--- config.mk ---
export PLATFORM = sky130hd
export DESIGN_NAME = axis_acq_sequencer
export DESIGN_NICKNAME = d
export VERILOG_FILES = /design/src/rtl/axis_acq_pkg.sv /design/src/rtl/axis_acq_out_reg.sv /design/src/rtl/axis_acq_sequencer.sv
export SDC_FILE = /design/constraint.sdc
export NUM_CORES = 1
export LEC_CHECK = 0
export ABC_CLOCK_PERIOD_IN_PS = 10290
export CAP_MARGIN = 40
export CORE_MARGIN = 2
export CORE_UTILIZATION = 35
export DETAILED_ROUTE_END_ITERATION = 7
export PLACE_DENSITY = 0.64
export RECOVER_POWER = 100
export SLEW_MARGIN = 20
export SYNTH_ARGS = -nofsm -noshare
export SYNTH_HDL_FRONTEND = slang
export SYNTH_SLANG_ARGS = --single-unit
--- constraint.sdc ---
create_clock -name aclk -period 10.29 [get_ports aclk]
set_input_delay 1.029 -clock aclk [delete_from_list [all_inputs] [get_ports aclk]]
set_output_delay 1.029 -clock aclk [all_outputs]
set_load 0.005 [all_outputs]
--- src/rtl/axis_acq_pkg.sv ---
// rtl/axis_acq_pkg.sv - shared state encoding for the triggered acquisition sequencer
package axis_acq_pkg;

  localparam int STATE_W = 3;

  typedef enum logic [STATE_W-1:0] {
    ST_IDLE  = 3'd0,
    ST_ARMED = 3'd1,
    ST_DELAY = 3'd2,
    ST_ACQ   = 3'd3,
    ST_DONE  = 3'd4
  } acq_state_t;

endpackage

--- src/rtl/axis_acq_out_reg.sv ---
// rtl/axis_acq_out_reg.sv - single-entry output register with load, accept and drop handling
module axis_acq_out_reg #(
  parameter int DATA_W = 32
) (
  input  logic              aclk,
  input  logic              aresetn,
  input  logic              i_flush,
  input  logic              i_load_req,
  input  logic              i_load_last,
  input  logic [DATA_W-1:0] i_load_data,
  input  logic              i_tready,
  output logic [DATA_W-1:0] o_tdata,
  output logic              o_tvalid,
  output logic              o_tlast,
  output logic              o_loaded,
  output logic              o_dropped
);

  logic              r_valid;
  logic              r_last;
  logic [DATA_W-1:0] r_data;
  logic              w_accept;
  logic              w_can_load;

  // A slot can only be taken when the register is empty or is draining this cycle.
  assign w_accept   = r_valid & i_tready;
  assign w_can_load = ~r_valid | w_accept;
  assign o_loaded   = ~i_flush & i_load_req & w_can_load;
  assign o_dropped  = ~i_flush & i_load_req & ~w_can_load;

  assign o_tdata  = r_data;
  assign o_tvalid = r_valid;
  assign o_tlast  = r_last;

  // Holding register: load new slot, force tlast when the final slot is lost, clear on accept.
  always_ff @(posedge aclk) begin
    if (!aresetn) begin
      r_valid <= 1'b0;
      r_last  <= 1'b0;
      r_data  <= '0;
    end else if (i_flush) begin
      r_valid <= 1'b0;
      r_last  <= 1'b0;
    end else if (o_loaded) begin
      r_valid <= 1'b1;
      r_last  <= i_load_last;
      r_data  <= i_load_data;
    end else if (o_dropped) begin
      if (i_load_last) begin
        r_last <= 1'b1;
      end
    end else if (w_accept) begin
      r_valid <= 1'b0;
      r_last  <= 1'b0;
    end
  end

endmodule

--- src/rtl/axis_acq_sequencer.sv ---
// rtl/axis_acq_sequencer.sv - trigger, pre-delay and decimation sequencer for the ADC stream
module axis_acq_sequencer
  import axis_acq_pkg::*;
#(
  parameter int AXIS_TDATA_WIDTH = 32,
  parameter int CNTR_WIDTH       = 32
) (
  input  logic                        aclk,
  input  logic                        aresetn,
  input  logic [CNTR_WIDTH-1:0]       cfg_ratio,
  input  logic [CNTR_WIDTH-1:0]       cfg_delay,
  input  logic [CNTR_WIDTH-1:0]       cfg_length,
  input  logic                        ctrl_start,
  input  logic                        ctrl_abort,
  input  logic                        trig_in,
  output logic                        sts_busy,
  output logic                        sts_done,
  output logic                        sts_overrun,
  output logic [CNTR_WIDTH-1:0]       sts_count,
  input  logic [AXIS_TDATA_WIDTH-1:0] s_axis_tdata,
  input  logic                        s_axis_tvalid,
  output logic                        s_axis_tready,
  output logic [AXIS_TDATA_WIDTH-1:0] m_axis_tdata,
  output logic                        m_axis_tvalid,
  input  logic                        m_axis_tready,
  output logic                        m_axis_tlast
);

  localparam logic [CNTR_WIDTH-1:0] ONE = {{(CNTR_WIDTH-1){1'b0}}, 1'b1};

  acq_state_t            r_state;
  acq_state_t            w_state_nxt;
  logic                  r_trig_q;
  logic [CNTR_WIDTH-1:0] r_ratio;
  logic [CNTR_WIDTH-1:0] r_delay;
  logic [CNTR_WIDTH-1:0] r_length;
  logic [CNTR_WIDTH-1:0] r_delay_cnt;
  logic [CNTR_WIDTH-1:0] r_phase;
  logic [CNTR_WIDTH-1:0] r_slot;
  logic                  r_done;
  logic                  r_overrun;
  logic [CNTR_WIDTH-1:0] r_count;

  logic w_beat;
  logic w_trig_edge;
  logic w_start_ok;
  logic w_slot;
  logic w_last_slot;
  logic w_done_set;
  logic w_flush;
  logic w_out_valid;
  logic w_loaded;
  logic w_dropped;

  assign w_beat        = s_axis_tvalid;
  assign w_trig_edge   = trig_in & ~r_trig_q;
  assign s_axis_tready = 1'b1;
  assign sts_busy      = (r_state != ST_IDLE);
  assign sts_done      = r_done;
  assign sts_overrun   = r_overrun;
  assign sts_count     = r_count;
  assign m_axis_tvalid = w_out_valid;

  // State register.
  always_ff @(posedge aclk) begin
    if (!aresetn) begin
      r_state <= ST_IDLE;
    end else begin
      r_state <= w_state_nxt;
    end
  end

  // Next-state and per-cycle control strobes; abort overrides everything.
  always_comb begin
    w_state_nxt = r_state;
    w_start_ok  = 1'b0;
    w_slot      = 1'b0;
    w_last_slot = 1'b0;
    w_done_set  = 1'b0;
    w_flush     = 1'b0;
    if (ctrl_abort) begin
      w_state_nxt = ST_IDLE;
      w_flush     = 1'b1;
    end else begin
      case (r_state)
        ST_IDLE: begin
          if (ctrl_start && (cfg_length != '0)) begin
            w_start_ok  = 1'b1;
            w_state_nxt = ST_ARMED;
          end
        end
        ST_ARMED: begin
          if (w_trig_edge) begin
            w_state_nxt = (r_delay != '0) ? ST_DELAY : ST_ACQ;
          end
        end
        ST_DELAY: begin
          if (w_beat && (r_delay_cnt == r_delay - ONE)) begin
            w_state_nxt = ST_ACQ;
          end
        end
        ST_ACQ: begin
          if (w_beat && (r_phase == '0)) begin
            w_slot      = 1'b1;
            w_last_slot = (r_slot == r_length - ONE);
            if (w_last_slot) begin
              w_state_nxt = ST_DONE;
            end
          end
        end
        ST_DONE: begin
          if (!w_out_valid || m_axis_tready) begin
            w_done_set  = 1'b1;
            w_state_nxt = ST_IDLE;
          end
        end
        default: w_state_nxt = ST_IDLE;
      endcase
    end
  end

  // Trigger history, sampled every cycle so only a fresh rising edge arms the delay.
  always_ff @(posedge aclk) begin
    if (!aresetn) begin
      r_trig_q <= 1'b0;
    end else begin
      r_trig_q <= trig_in;
    end
  end

  // Latched burst configuration plus delay, phase and slot counters.
  always_ff @(posedge aclk) begin
    if (!aresetn) begin
      r_ratio     <= ONE;
      r_delay     <= '0;
      r_length    <= '0;
      r_delay_cnt <= '0;
      r_phase     <= '0;
      r_slot      <= '0;
    end else begin
      if (w_start_ok) begin
        r_ratio  <= (cfg_ratio == '0) ? ONE : cfg_ratio;
        r_delay  <= cfg_delay;
        r_length <= cfg_length;
      end
      if (r_state == ST_IDLE || r_state == ST_ARMED) begin
        r_delay_cnt <= '0;
        r_phase     <= '0;
        r_slot      <= '0;
      end
      if (r_state == ST_DELAY && w_beat) begin
        r_delay_cnt <= r_delay_cnt + ONE;
      end
      if (r_state == ST_ACQ && w_beat) begin
        r_phase <= (r_phase == r_ratio - ONE) ? '0 : r_phase + ONE;
      end
      if (w_slot) begin
        r_slot <= r_slot + ONE;
      end
    end
  end

  // Sticky status, cleared only by an accepted start.
  always_ff @(posedge aclk) begin
    if (!aresetn) begin
      r_done    <= 1'b0;
      r_overrun <= 1'b0;
      r_count   <= '0;
    end else if (w_start_ok) begin
      r_done    <= 1'b0;
      r_overrun <= 1'b0;
      r_count   <= '0;
    end else begin
      if (w_done_set) begin
        r_done <= 1'b1;
      end
      if (w_dropped) begin
        r_overrun <= 1'b1;
      end
      if (w_loaded) begin
        r_count <= r_count + ONE;
      end
    end
  end

  axis_acq_out_reg #(
    .DATA_W (AXIS_TDATA_WIDTH)
  ) u_out_reg (
    .aclk        (aclk),
    .aresetn     (aresetn),
    .i_flush     (w_flush),
    .i_load_req  (w_slot),
    .i_load_last (w_last_slot),
    .i_load_data (s_axis_tdata),
    .i_tready    (m_axis_tready),
    .o_tdata     (m_axis_tdata),
    .o_tvalid    (w_out_valid),
    .o_tlast     (m_axis_tlast),
    .o_loaded    (w_loaded),
    .o_dropped   (w_dropped)
  );

endmodule

# == Yosys cells after proc, flatten, opt, wreduce, memory -nomap -nowiden ==
# Index checks and enable logic that the tools add are counted.
# word_totals
out_inout_bits,70
ff_bits,264
in_bits,135
word_cells,106
# classes
bitwise_logic,11
muxes,33
add_sub_neg,7
n_reduce_logical,26
n_eq_ne,15
# ops
op,n
$mux 32,6
$add 32x1->32 const B,4
$eq 32x32->1,3
$sub 32x1->32 const B,3
$logic_not 32->1,2
$reduce_bool 32->1,2
$mux 1,20
$mux 3,6
$pmux 3 s5,1
$ne 2x2->1 const B,6
$reduce_bool 2->1,4
$eq 3x2->1 const B,2
$reduce_and 2->1,3
$reduce_and 6->1,1
$reduce_bool 3->1,2
$reduce_or 2->1,3
$and 1x1->1,5
$logic_and 1x1->1,5
$not 1->1,5
$eq 3x1->1 const B,1
$eq 3x3->1 const B,1
$logic_not 3->1,1
$ne 3x1->1 const B,1
$logic_or 1x1->1,2
3 further kinds,3

# == Longest topological paths before layout ==
# depth
depth_word,9
ltp_mapped,15
depth_no_buf,11

# == Modules after synthesis ==
# Synthesis repeated with hierarchy kept, for this count alone.
# hier_totals
hier_cells,1953
area_unflattened_um2,15153.3
# by_module_without_submodules
mod,seq_area_each_um2,instances,area_each_um2,cells_each
axis_acq_sequencer,4604.4,1,13822.0,1792
axis_acq_out_reg,680.7,1,1331.3,161

# == Least setup slack after synthesis ==
# Ideal clock, no wire load.
# synth_path
kind,register to register
startpoint,register r_ratio[0]
endpoint,register r_phase[28]
required_ps,10155
period_less_slack_ps,3467
path_slack_ps,6823
setup_ps,135
t_arrival_ps,3332
path_stages_with_launch,15
n_path_buf,3
cell_sequence,dfxtp_1 -> inv_1 -> ha_1 -> or3b_1 -> clkbuf_1 -> or3_1 -> or3_1 -> mux2i_1 -> or4_1 -> a2111oi_2 -> a21oi_1 -> buf_6 -> buf_2 -> a21oi_1 -> a31oi_1
# synth_between
elab_chain_cells,4
# synth_rtl
item,line,source
"start, declared",axis_acq_sequencer.sv:34,logic [CNTR_WIDTH-1:0] r_ratio;
"start signal, assigned",axis_acq_sequencer.sv:142,r_ratio <= (cfg_ratio == '0) ? ONE : cfg_ratio;
$sub 32x1->32,axis_acq_sequencer.sv:155,r_phase <= (r_phase == r_ratio - ONE) ? '0 : r_phase + ONE;
$eq 32x32->1,axis_acq_sequencer.sv:155,
$mux 32,axis_acq_sequencer.sv:155,
$mux 32,axis_acq_sequencer.sv:154,if (r_state == ST_ACQ && w_beat) begin
"end signal, assigned",axis_acq_sequencer.sv:155,
"end, declared",axis_acq_sequencer.sv:38,logic [CNTR_WIDTH-1:0] r_phase;
# Every way passes these cells.
# A chain may end at the register's enable or synchronous reset.

# == Worst setup path in the final report ==
# layout_path
startpoint,register r_state[2]
endpoint,register r_ratio[0]
# layout_between
elab_chain_cells,3
# layout_rtl
item,line,source
"start, declared",axis_acq_sequencer.sv:31,acq_state_t r_state;
"start signal, assigned",axis_acq_sequencer.sv:69,r_state <= w_state_nxt;
$logic_not 3->1,axis_acq_sequencer.sv:85,case (r_state)
$mux 1,axis_acq_sequencer.sv:85,
$mux 1,axis_acq_sequencer.sv:81,if (ctrl_abort) begin
# Every way passes these cells.

==> impl_metrics.env <==
export IMPL_ys_seq_area_share_pct=34.7
export IMPL_clk_pin_slew_ns=0.06
export IMPL_maxCapViolCount=6
export IMPL_yosysUniqueCellTypes=77
export IMPL_setup_slack_ns=4.53
export IMPL_root_buffer="clkbuf_16"
export IMPL_synth_area_um2=15200
export IMPL_final_common_cell="nand2_1"
export IMPL_hpwl_mm=32.1
export IMPL_grt_start_max_net_pins=100
export IMPL_relSlewSlack_pct=-123
export IMPL_rsz0062_at_grt="false"
export IMPL_area_growth_synth_to_final_pct=22.5
export IMPL_cts_sinks=264
export IMPL_nets=2243
export IMPL_violations="capacitance limit, slew limit"
export IMPL_cts_htree_levels=1
export IMPL_async_flop_share_pct=0
export IMPL_drt_wl_total_mm=43.4
export IMPL_cts_made_buffers=31
export IMPL_fin_crit_ns=5.76
export IMPL_cts_resized=0
export IMPL_worstMarginPinSlew_ns=3.34
export IMPL_cp_max_fo=65
export IMPL_setup_violations=0
export IMPL_clock_fmax_ghz=0.174
export IMPL_rows=76
export IMPL_peakVddDrop_uv=112
export IMPL_grt_ovfl_total=0
export IMPL_grt_usage_pct=18.6
export IMPL_insertion_delay_ns=0.57
export IMPL_tns_ns=0
export IMPL_worstSetupPathType="flop to flop"
export IMPL_power_density_nw_per_um2=137
export IMPL_required_ns=10.74
export IMPL_die_area_um2=45200
export IMPL_cts_tree="done"
export IMPL_drtIter0Drc=872
export IMPL_wire_per_inst_um=16.0
export IMPL_final_cell_mix="369 x nand2_1, 264 x dfxtp_1, 146 x a21boi_0, 132 x clkdlybuf4s50_1, 130 x nor2_1"
export IMPL_drtPass1Iterations=5
export IMPL_place_gp_congestion=0.880
export IMPL_syn_area_per_cell_um2=7.72
export IMPL_fin_skew_ns=0.0117
export IMPL_final_area_um2=18700
export IMPL_synth_edf_count=0
export IMPL_status="complete, but fails checks"
export IMPL_crit_path_frequent_cell="clkbuf_1"
export IMPL_cp_top_family="buffers and inverters"
export IMPL_io_buffers=203
export IMPL_cp_start_kind="flop"
export IMPL_finalMaxSlewViolations=315
export IMPL_place_area_um2=17600
export IMPL_drive_above_1_share_pct=4.24
export IMPL_nFillCells=4295
export IMPL_slowest_stage="clkbuf_1"
export IMPL_synth_warnings=0
export IMPL_syn_inst=1974
export IMPL_grt_first_pass_wirelength_mm=69.2
export IMPL_cp_cell_sequence="or2_0 > clkbuf_1 > nor2_1 > inv_1 > nor3_1 > clkbuf_1 > o21ai_0 > o211ai_1"
export IMPL_endpoint_kind="flop"
export IMPL_grt_pass1_vias=13352
export IMPL_die_h_um=213
export IMPL_dieWidth_um=213
export IMPL_viasPerCell=5.32
export IMPL_boundaryPins=205
export IMPL_vias=14398
export IMPL_cts_buffer_depth=3
export IMPL_crit_buf_inv=3
export IMPL_place_ws_ns=5.69
export IMPL_route_detailed_drc=0
export IMPL_finalCritPeriodShare_pct=56.0
export IMPL_coreArea_um2=43000
export IMPL_ant_nets=0
export IMPL_hold_viol_final=0
export IMPL_crit_arrival_ns=6.21
export IMPL_postCtsSetupRepairBufs=0
export IMPL_ys_flop_type="dfxtp_1"
export IMPL_antenna_found_initial=1
export IMPL_cts_hold_buf=0
export IMPL_leakagePower_nw=6.88
export IMPL_hp_class="flop to flop"
export IMPL_fin_hold_ws_ns=0.457
export IMPL_initial_core_util_pct=35.4
export IMPL_synth_nets=2117
export IMPL_slowest_delay_ns=2.06
export IMPL_ys_ff_latch=264
[per-layer routing]
layer | GRT usage (%) | vias to the layer above | wire length [um]
met3 | 2.73 | 79 | 1990
met1 | 23.9 | 6758 | 19300
met2 | 31.8 | 330 | 20700
met5 | 0 | - | 0
met4 | 6.17 | 0 | 1410
li1 | - | 7231 | -
[worst paths after layout]
check | start | end | slack [ns] | cells after the start
min reg2reg | u_out_reg.o_tdata[1] | u_out_reg.o_tdata[1] | 0.46 | 2
max reg2reg | r_state[2] | r_ratio[0] | 4.53 | 8
max | r_state[2] | r_ratio[0] | 4.53 | 8
min | u_out_reg.o_tdata[1] | u_out_reg.o_tdata[1] | 0.46 | 2
[Yosys cell counts (8+ instances only)]
master      n  area [um2]
a21boi_0  146        1100
a21oi_1    37         185
a22o_1     13         114
a31oi_1    29         181
and2_1     32         200
and3_1     42         263
and4_1      9        78.8
buf_1       8        30.0
clkbuf_1  111         417
dfxtp_1   264        5290
ha_1        8         100
inv_1      24        90.1
mux2i_1    23         230
nand2_1   369        1390
nand2b_1   25         156
nand3_1    86         430
nand3b_1   10        75.1
nand4_1    46         288
nor2_1    130         488
nor2b_1    15        93.8
nor3_1     57         285
nor3b_1     8        60.1
nor4_1     52         325
o211ai_1   16         120
o21a_1     15         113
o21ai_0    57         285
or2_2      12        75.1
or3_1      35         219
or4_1      16         120
xnor2_1    81         709
xor2_1     77         674
[sequential cells by signal (all words and copies together) (netlist names), 3 cells and up]
| signal | count |
|---|---|
| u_out_reg.o_tdata | 32 |
| r_delay | 32 |
| r_phase | 32 |
| r_state | 3 |
| sts_count | 32 |
| r_delay_cnt | 32 |
| r_ratio | 32 |
| r_slot | 32 |
| r_length | 32 |
[metrics by stage]
stage	instances	util [%]	total power [mW]
2_1_floorplan	1974	-	1.32
3_3_place_gp	2644	40.9	1.44
3_5_place_dp	2647	41.0	1.45
4_1_cts	2702	43.5	2.58
5_1_grt	2707	43.4	2.67
6_report	2708	43.4	2.56
[cell type report]
cell class / instances / area, um2 / area share [%]
repair buffers: 221 / 2160 / 11.6
well taps: 585 / 732 / 3.92
clock inverters: 11 / 146 / 0.784
flip-flops and latches: 264 / 5290 / 28.3
diodes: 1 / 2.50 / 0.0134
multi-input cells: 1558 / 9340 / 50.1
inverters: 24 / 90.1 / 0.483
clock buffers: 44 / 905 / 4.85
[worst min-delay path: cells and delay by family (launching register included)]
| family | cells | cell delay [ns] |
|---|---|---|
| AO/OA/AOI/OAI | 1 | 0.06 |
| flip-flops | 1 | 0.30 |
| AND/OR/NAND/NOR | 1 | 0.04 |
[power by group]
group          internal, mW  switching, mW
clock                 0.683          0.445
sequential             1.04         0.0328
combinational         0.171          0.186
[logic make-up after synthesis]
| kind of cell | after synthesis | synth area share, % |
|---|---|---|
| simple gates | 977 | 31.9 |
| fa+ha+maj | 8 | 0.657 |
| mux | 30 | 2.03 |
| flops | 264 | 34.7 |
| other cells | 1 | 0.0246 |
| compound gates | 384 | 17.6 |
| buf+inv | 152 | 3.99 |
| xor+xnor | 158 | 9.08 |
No activity file was read; power rests on OpenSTA's default activity.
